`config.mk`:
```
export PLATFORM = sky130hd
export DESIGN_NAME = mvm_driver_flat
export DESIGN_NICKNAME = d
export VERILOG_FILES = /design/src/rtl/mvm_drv_pkg.sv /design/src/rtl/mvm_driver_if.sv /design/src/rtl/mvm_driver_fifo.sv /design/src/rtl/mvm_driver.sv /design/src/flat_wrapper.sv
export SDC_FILE = /design/constraint.sdc
export NUM_CORES = 2
export LEC_CHECK = 0
export CAP_MARGIN = 20
export CELL_PAD_IN_SITES_DETAIL_PLACEMENT = 1
export CELL_PAD_IN_SITES_GLOBAL_PLACEMENT = 1
export CORE_MARGIN = 4
export CORE_UTILIZATION = 32
export DETAILED_ROUTE_END_ITERATION = 12
export PLACE_DENSITY = 0.65
export REMOVE_ABC_BUFFERS = 1
export SETUP_SLACK_MARGIN = 0.02
export SLEW_MARGIN = 20
export SYNTH_ARGS = -nofsm -noshare
export SYNTH_HDL_FRONTEND = slang
export SYNTH_SLANG_ARGS = --single-unit
```
`constraint.sdc`:
```
create_clock -name clk -period 3.7 [get_ports clk]
set_input_delay 0.74 -clock clk [delete_from_list [all_inputs] [get_ports clk]]
set_output_delay 0.74 -clock clk [all_outputs]
set_load 0.01 [all_outputs]
```
`src/rtl/mvm_drv_pkg.sv`:
```
// Shared types and defaults for the matrix-vector-multiply driver: FSM state
// encoding, default dimension/width, and a width helper safe for tiny sizes.
package mvm_drv_pkg;

  localparam int K_DEF = 12;
  localparam int B_DEF = 12;

  typedef enum logic [3:0] {
    FILL,
    LOADM,
    STRM,
    LOADV,
    STRV,
    GO,
    WAIT,
    CAP,
    DRAIN
  } state_t;

  // Index width that never collapses to zero bits for degenerate sizes.
  function automatic int ceil_log2(input int n);
    return (n > 1) ? $clog2(n) : 1;
  endfunction

endpackage

```
`src/rtl/mvm_driver_if.sv`:
```
// Control/data bus between the driver (master) and the MVM engine (slave):
// load/start pulses, element stream in, completion pulse and result stream out.
interface mvm_driver_if
  import mvm_drv_pkg::*;
#(
  parameter int B = B_DEF
) ();

  logic           loadMatrix;
  logic           loadVector;
  logic           start;
  logic [B-1:0]   mvm_data_in;
  logic           done;
  logic [2*B-1:0] mvm_data_out;

  modport master (
    output loadMatrix,
    output loadVector,
    output start,
    output mvm_data_in,
    input  done,
    input  mvm_data_out
  );

  modport slave (
    input  loadMatrix,
    input  loadVector,
    input  start,
    input  mvm_data_in,
    output done,
    output mvm_data_out
  );

endinterface

```
`src/rtl/mvm_driver_fifo.sv`:
```
// Small synchronous FIFO (module drv_fifo) holding one job's results; the head
// entry is visible combinationally so the downstream word is stable while stalled.
module drv_fifo
  import mvm_drv_pkg::*;
#(
  parameter int W     = 24,
  parameter int DEPTH = 12
) (
  input  logic         clk,
  input  logic         reset,
  input  logic         push,
  input  logic [W-1:0] din,
  input  logic         pop,
  output logic [W-1:0] dout,
  output logic         full,
  output logic         empty
);

  localparam int AW = ceil_log2(DEPTH);
  localparam int CW = $clog2(DEPTH + 1);

  logic [W-1:0]  mem [DEPTH];
  logic [AW-1:0] wr_ptr_reg;
  logic [AW-1:0] rd_ptr_reg;
  logic [CW-1:0] count_reg;
  logic          do_push;
  logic          do_pop;

  assign full    = (count_reg == CW'(DEPTH));
  assign empty   = (count_reg == '0);
  assign do_push = push && !full;
  assign do_pop  = pop && !empty;
  assign dout    = mem[rd_ptr_reg];

  always_ff @(posedge clk) begin
    if (do_push) begin
      mem[wr_ptr_reg] <= din;
    end
  end

  // Pointers wrap explicitly so non-power-of-two depths work.
  always_ff @(posedge clk) begin
    if (reset) begin
      wr_ptr_reg <= '0;
      rd_ptr_reg <= '0;
      count_reg  <= '0;
    end else begin
      if (do_push) begin
        wr_ptr_reg <= (wr_ptr_reg == AW'(DEPTH - 1)) ? '0 : wr_ptr_reg + AW'(1);
      end
      if (do_pop) begin
        rd_ptr_reg <= (rd_ptr_reg == AW'(DEPTH - 1)) ? '0 : rd_ptr_reg + AW'(1);
      end
      case ({do_push, do_pop})
        2'b10:   count_reg <= count_reg + CW'(1);
        2'b01:   count_reg <= count_reg - CW'(1);
        default: count_reg <= count_reg;
      endcase
    end
  end

endmodule

```
`src/rtl/mvm_driver.sv`:
```
// Stages one K*K matrix + K vector job, streams it to an MVM engine, captures K
// results and drains them downstream. MVM_DRIVER_PERF_CNT_EN adds a WAIT-cycle counter.
module mvm_driver
  import mvm_drv_pkg::*;
#(
  parameter int K  = K_DEF,
  parameter int B  = B_DEF,
  parameter int NW = K * K + K
) (
  input  logic           clk,
  input  logic           reset,
  input  logic [B-1:0]   in_data,
  input  logic           in_valid,
  output logic           in_ready,
  output logic [2*B-1:0] out_data,
  output logic           out_valid,
  input  logic           out_ready,
  mvm_driver_if.master   mvm,
  output logic           busy,
  output logic [31:0]    busy_cycles
);

  localparam int IW = ceil_log2(NW);
  localparam int KK = K * K;

  state_t         state_reg;
  state_t         state_next;
  logic [IW-1:0]  wr_idx_reg;
  logic [IW-1:0]  wr_idx_next;
  logic [IW-1:0]  cnt_reg;
  logic [IW-1:0]  cnt_next;
  logic [IW-1:0]  rd_addr;
  logic           stream_next;

  logic [B-1:0]   staging [NW];

  logic           in_ready_reg;
  logic           load_matrix_reg;
  logic           load_vector_reg;
  logic           start_reg;
  logic [B-1:0]   mvm_data_in_reg;

  logic           fill_xfer;
  logic           out_xfer;
  logic           fifo_push;
  logic           fifo_full;
  logic           fifo_empty;
  logic [2*B-1:0] fifo_dout;

  assign fill_xfer = (state_reg == FILL) && in_ready_reg && in_valid;
  assign out_valid = (state_reg == DRAIN) && !fifo_empty;
  assign out_xfer  = out_valid && out_ready;
  assign fifo_push = (state_reg == CAP) && !fifo_full;
  assign out_data  = fifo_dout;

  assign in_ready        = in_ready_reg;
  assign mvm.loadMatrix  = load_matrix_reg;
  assign mvm.loadVector  = load_vector_reg;
  assign mvm.start       = start_reg;
  assign mvm.mvm_data_in = mvm_data_in_reg;

  assign busy = !((state_reg == FILL) && (wr_idx_reg == '0));

  // rd_addr runs one word ahead of the stream so the registered read lands
  // word n on cycle n of the STRM/STRV window.
  always_comb begin
    state_next  = state_reg;
    wr_idx_next = wr_idx_reg;
    cnt_next    = cnt_reg;
    rd_addr     = '0;
    case (state_reg)
      FILL: begin
        if (fill_xfer) begin
          if (wr_idx_reg == IW'(NW - 1)) begin
            wr_idx_next = '0;
            state_next  = LOADM;
          end else begin
            wr_idx_next = wr_idx_reg + IW'(1);
          end
        end
      end
      LOADM: begin
        state_next = STRM;
        cnt_next   = '0;
        rd_addr    = '0;
      end
      STRM: begin
        if (cnt_reg == IW'(KK - 1)) begin
          state_next = LOADV;
          cnt_next   = '0;
        end else begin
          cnt_next = cnt_reg + IW'(1);
          rd_addr  = cnt_reg + IW'(1);
        end
      end
      LOADV: begin
        state_next = STRV;
        cnt_next   = '0;
        rd_addr    = IW'(KK);
      end
      STRV: begin
        if (cnt_reg == IW'(K - 1)) begin
          state_next = GO;
          cnt_next   = '0;
        end else begin
          cnt_next = cnt_reg + IW'(1);
          rd_addr  = IW'(KK) + cnt_reg + IW'(1);
        end
      end
      GO: begin
        state_next = WAIT;
      end
      WAIT: begin
        if (mvm.done) begin
          state_next = CAP;
          cnt_next   = '0;
        end
      end
      CAP: begin
        if (cnt_reg == IW'(K - 1)) begin
          state_next = DRAIN;
          cnt_next   = '0;
        end else begin
          cnt_next = cnt_reg + IW'(1);
        end
      end
      DRAIN: begin
        if (out_xfer) begin
          if (cnt_reg == IW'(K - 1)) begin
            state_next = FILL;
            cnt_next   = '0;
          end else begin
            cnt_next = cnt_reg + IW'(1);
          end
        end
      end
      default: begin
        state_next = FILL;
        cnt_next   = '0;
      end
    endcase
  end

  assign stream_next = (state_next == STRM) || (state_next == STRV);

  always_ff @(posedge clk) begin
    if (fill_xfer) begin
      staging[wr_idx_reg] <= in_data;
    end
  end

  // Control pulses decode the next state so they coincide with the state itself.
  always_ff @(posedge clk) begin
    if (reset) begin
      state_reg       <= FILL;
      wr_idx_reg      <= '0;
      cnt_reg         <= '0;
      in_ready_reg    <= 1'b0;
      load_matrix_reg <= 1'b0;
      load_vector_reg <= 1'b0;
      start_reg       <= 1'b0;
      mvm_data_in_reg <= '0;
    end else begin
      state_reg       <= state_next;
      wr_idx_reg      <= wr_idx_next;
      cnt_reg         <= cnt_next;
      in_ready_reg    <= (state_next == FILL);
      load_matrix_reg <= (state_next == LOADM);
      load_vector_reg <= (state_next == LOADV);
      start_reg       <= (state_next == GO);
      mvm_data_in_reg <= stream_next ? staging[rd_addr] : '0;
    end
  end

  drv_fifo #(
    .W     (2 * B),
    .DEPTH (K)
  ) u_fifo (
    .clk   (clk),
    .reset (reset),
    .push  (fifo_push),
    .din   (mvm.mvm_data_out),
    .pop   (out_xfer),
    .dout  (fifo_dout),
    .full  (fifo_full),
    .empty (fifo_empty)
  );

`ifdef MVM_DRIVER_PERF_CNT_EN
  logic [31:0] busy_cycles_reg;

  always_ff @(posedge clk) begin
    if (reset) begin
      busy_cycles_reg <= '0;
    end else if (state_reg == GO) begin
      busy_cycles_reg <= '0;
    end else if ((state_reg == WAIT) && (busy_cycles_reg != '1)) begin
      busy_cycles_reg <= busy_cycles_reg + 32'd1;
    end
  end

  assign busy_cycles = busy_cycles_reg;
`else
  assign busy_cycles = '0;
`endif

endmodule

```
`src/flat_wrapper.sv`:
```
// flat-port wrapper written by rule: the top's interface ports become plain ports
module mvm_driver_flat import mvm_drv_pkg::*;
#(
  parameter int K  = K_DEF,
  parameter int B  = B_DEF,
  parameter int NW = K * K + K
)
  (clk, reset, in_data, in_valid, in_ready, out_data, out_valid, out_ready, busy, busy_cycles, mvm_loadMatrix, mvm_loadVector, mvm_start, mvm_mvm_data_in, mvm_done, mvm_mvm_data_out);
  mvm_driver_if #(.B(B)) mvm_i ();
  input  logic clk;
  input  logic reset;
  input  logic [B-1:0] in_data;
  input  logic in_valid;
  output logic in_ready;
  output logic [2*B-1:0] out_data;
  output logic out_valid;
  input  logic out_ready;
  output logic busy;
  output logic [31:0] busy_cycles;
  output wire logic [$bits(mvm_i.loadMatrix)-1:0] mvm_loadMatrix;
  output wire logic [$bits(mvm_i.loadVector)-1:0] mvm_loadVector;
  output wire logic [$bits(mvm_i.start)-1:0] mvm_start;
  output wire logic [$bits(mvm_i.mvm_data_in)-1:0] mvm_mvm_data_in;
  input wire logic [$bits(mvm_i.done)-1:0] mvm_done;
  input wire logic [$bits(mvm_i.mvm_data_out)-1:0] mvm_mvm_data_out;
  assign mvm_loadMatrix = mvm_i.loadMatrix;
  assign mvm_loadVector = mvm_i.loadVector;
  assign mvm_start = mvm_i.start;
  assign mvm_mvm_data_in = mvm_i.mvm_data_in;
  assign mvm_i.done = mvm_done;
  assign mvm_i.mvm_data_out = mvm_mvm_data_out;
  mvm_driver #(.K(K), .B(B), .NW(NW)) u_core (.clk(clk), .reset(reset), .in_data(in_data), .in_valid(in_valid), .in_ready(in_ready), .out_data(out_data), .out_valid(out_valid), .out_ready(out_ready), .mvm(mvm_i), .busy(busy), .busy_cycles(busy_cycles));
endmodule
```
==> flow_metrics.env <==
export IMPL_gp_congestion=0.898
export IMPL_fp_dieArea_um2=290000
export IMPL_worst_slew_pin_slew_ns=1.10
export IMPL_start_util_pct=32.2
export IMPL_place_area_um2=100000
export IMPL_drv_cap=0
export IMPL_io_pins=115
export IMPL_dp_hpwl_um=185000
export IMPL_crit_chain="buf_4 > nor4b_4 > buf_4 > o311ai_4 > nand2_4 > buf_12 > buf_4 > buf_4 > nand3_1 > o211ai_1 > o221ai_1 > a32oi_2 > a41oi_2 > or4_1"
export IMPL_first_pass_iters=6
export IMPL_p_per_area_nw_per_um2=467
export IMPL_core_um2=280000
export IMPL_wl_um=298000
export IMPL_path_clk_slew_ns=0.07
export IMPL_syn_to_final_growth_pct=20.4
export IMPL_fmax_ghz=0.271
export IMPL_crit_fanout=14
export IMPL_critPathLaunchType="flop"
export IMPL_root_buffer="clkbuf_16"
export IMPL_grt_pass1_vias=61028
export IMPL_finalSetupTns_ns=0
export IMPL_ctsHoldBuffers=0
export IMPL_vias=60107
export IMPL_hold_violations=0
export IMPL_synth_edff_count=2160
export IMPL_skew_ns=0.0584
export IMPL_hold_class="in -> reg"
export IMPL_viasPerCell=5.60
export IMPL_slowest_delay_ns=0.43
export IMPL_synth_seq_cells=2212
export IMPL_grt_pass1_wl_um=429000
export IMPL_drive_gt1_share_pct=17.7
export IMPL_syn_cell_area_um2=90000
export IMPL_synth_distinct_cells=87
export IMPL_cts_buffer_depth=4
export IMPL_internal_power_w=0.0403
export IMPL_rsz0062_at_grt="yes"
export IMPL_antenna_found_initial=7
export IMPL_setup_viol=0
export IMPL_synth_top_area_share_pct=72.1
export IMPL_p_leak_nw=35.8
export IMPL_synth_warnings=0
export IMPL_grt_max_degree=97
export IMPL_power_frac_seq_pct=54.3
export IMPL_dieHeight_um=538
export IMPL_netlist_top_cells_count="edfxtp_1, nand2_1, o21ai_0, nor2_1, clkbuf_1"
export IMPL_path_class="reg -> reg"
export IMPL_ant_nets=0
export IMPL_outcome="complete, no violations"
export IMPL_relSlewSlack_pct=26.7
export IMPL_grt_util_all_layers_pct=19.6
export IMPL_numClockSinks=2212
export IMPL_synthFlopType="edfxtp_1"
export IMPL_cp_data_arrival_time_ns=4.41
export IMPL_slew_viol_final=0
export IMPL_drtIter0Drc=7050
export IMPL_ir_worst_vdd_mv=0.416
export IMPL_cp_buffers_inverters=5
export IMPL_clk_latency_ns=0.90
export IMPL_cts_tree="yes"
export IMPL_nets=6890
export IMPL_cp_slowest_cell="or4_1"
export IMPL_avgRoutedWirePerCell_um=27.8
export IMPL_io_buffers=82
export IMPL_rows=194
export IMPL_largest_register_ffs=1872
export IMPL_pwr_share_clk_pct=44.3
export IMPL_grt_overflow_total=0
export IMPL_crit_family="buffers and inverters"
export IMPL_syn_avg_cell_area_um2=14.3
export IMPL_swShare_pct=20.4
export IMPL_seq_area_frac_synth_pct=73.2
export IMPL_cts_inserted_buffers=224
export IMPL_fin_crit_sh_pct=99.6
export IMPL_cpMostUsedCell="buf_4"
export IMPL_die_width_um=538
export IMPL_final_cell_area_um2=108000
export IMPL_power_frac_comb_pct=1.4
export IMPL_required_ns=4.43
export IMPL_p_sw_w=0.0103
export IMPL_yosysMostFrequentCell="edfxtp_1"
export IMPL_drc=0
export IMPL_synthCells=6292
export IMPL_synthTopCellsByArea="edfxtp_1, o21ai_0, nand2_1"
export IMPL_cts_max_level=4
export IMPL_placed_cells=10289
export IMPL_yosys_area_top_type="edfxtp_1"
export IMPL_async_reset_ff_share_pct=0
export IMPL_finalCriticalPeriod_ns=3.69
export IMPL_endpoint_kind="flop"
export IMPL_layout_cells_non_filler=10732
## metal layers
metal  up-vias  track usage [%]  wire length (um)
li1      25583                -                 -
met1     31464             26.7            123000
met2      2531             32.2            141000
met3       527             2.79             22300
met4         2             6.84             11400
met5         -                0                13
## power by group through the flow
stage          combinational, W  clock [W]  sequential [W]
3_3_place_gp           0.000650          0          0.0280
6_report               0.000686     0.0224          0.0275
2_1_floorplan         0.0000496          0          0.0280
3_5_place_dp           0.000677          0          0.0280
4_1_cts                0.000680     0.0228          0.0275
5_1_grt                0.000716     0.0239          0.0275
## per-stage QoR
stage / hold WS [ns] / setup slack (ns) / util, % / total power [W]
floorplan: 0.460 / -30.87 / - / 0.0281
global placement: 0.478 / -0.703 / 35.8 / 0.0287
detailed placement: 0.484 / -0.612 / 35.8 / 0.0287
CTS: 0.267 / -0.0805 / 38.5 / 0.0510
global route: 0.289 / -0.0125 / 38.8 / 0.0521
finish: 0.319 / 0.0144 / 38.8 / 0.0506
## layout make-up
type	count	area (um2)
clock buffers	267	5790
well taps	3724	4660
inverters	44	170
flip-flops and latches	2212	65900
fillers	28680	171000
diodes	4	10.0
clock inverters	128	1290
repair buffers	805	8210
multi-input cells	3548	22400
## repair_timing
action,in CTS,in global routing
endpoints found under the hold margin,0,0
gates resized for setup,72,79
buffers inserted,9,25
pin swaps,9,30
cloned,2,10
endpoints found under the setup margin,36,25
## placed cells by master (no fill, tap or decap), drive strengths merged, types with 51 or more instances in the layout
master / synthesis / final
a221oi: 53 / 53
o211ai: 165 / 165
a21oi: 101 / 101
clkinv: 0 / 91
nand2: 703 / 703
nand3: 199 / 199
or3: 73 / 73
dfxtp: 52 / 52
nor2: 488 / 488
mux4: 72 / 72
o21ai: 576 / 576
a221o: 91 / 91
edfxtp: 2160 / 2160
mux2i: 196 / 196
nand4: 51 / 51
clkbuf: 284 / 277
a31oi: 173 / 173
o2bb2ai: 83 / 83
buf: 235 / 725
and3: 71 / 71
a311oi: 99 / 99
## cells by family after synthesis
logic type | synth area share (%)
buf+inv | 2.73
compound gates | 11.4
simple gates | 8.23
mux | 4.01
other cells | 0.00417
xor+xnor | 0.175
flops | 73.2
fa+ha+maj | 0.214
## final timing paths
path / startpoint / end / slack (ns) / depth (start not counted)
setup / recovery: u_core.state_reg[3] / u_core.mvm.mvm_data_in[2] / 0.01 / 14
hold / removal: in_data[3] / u_core.staging[22][3] / 0.32 / 1
setup reg to reg: u_core.state_reg[3] / u_core.mvm.mvm_data_in[2] / 0.01 / 14
hold reg to reg: u_core.u_fifo.rd_ptr_reg[1] / flop / 0.49 / 2
Note: power is estimated with default switching activity, not from simulation.
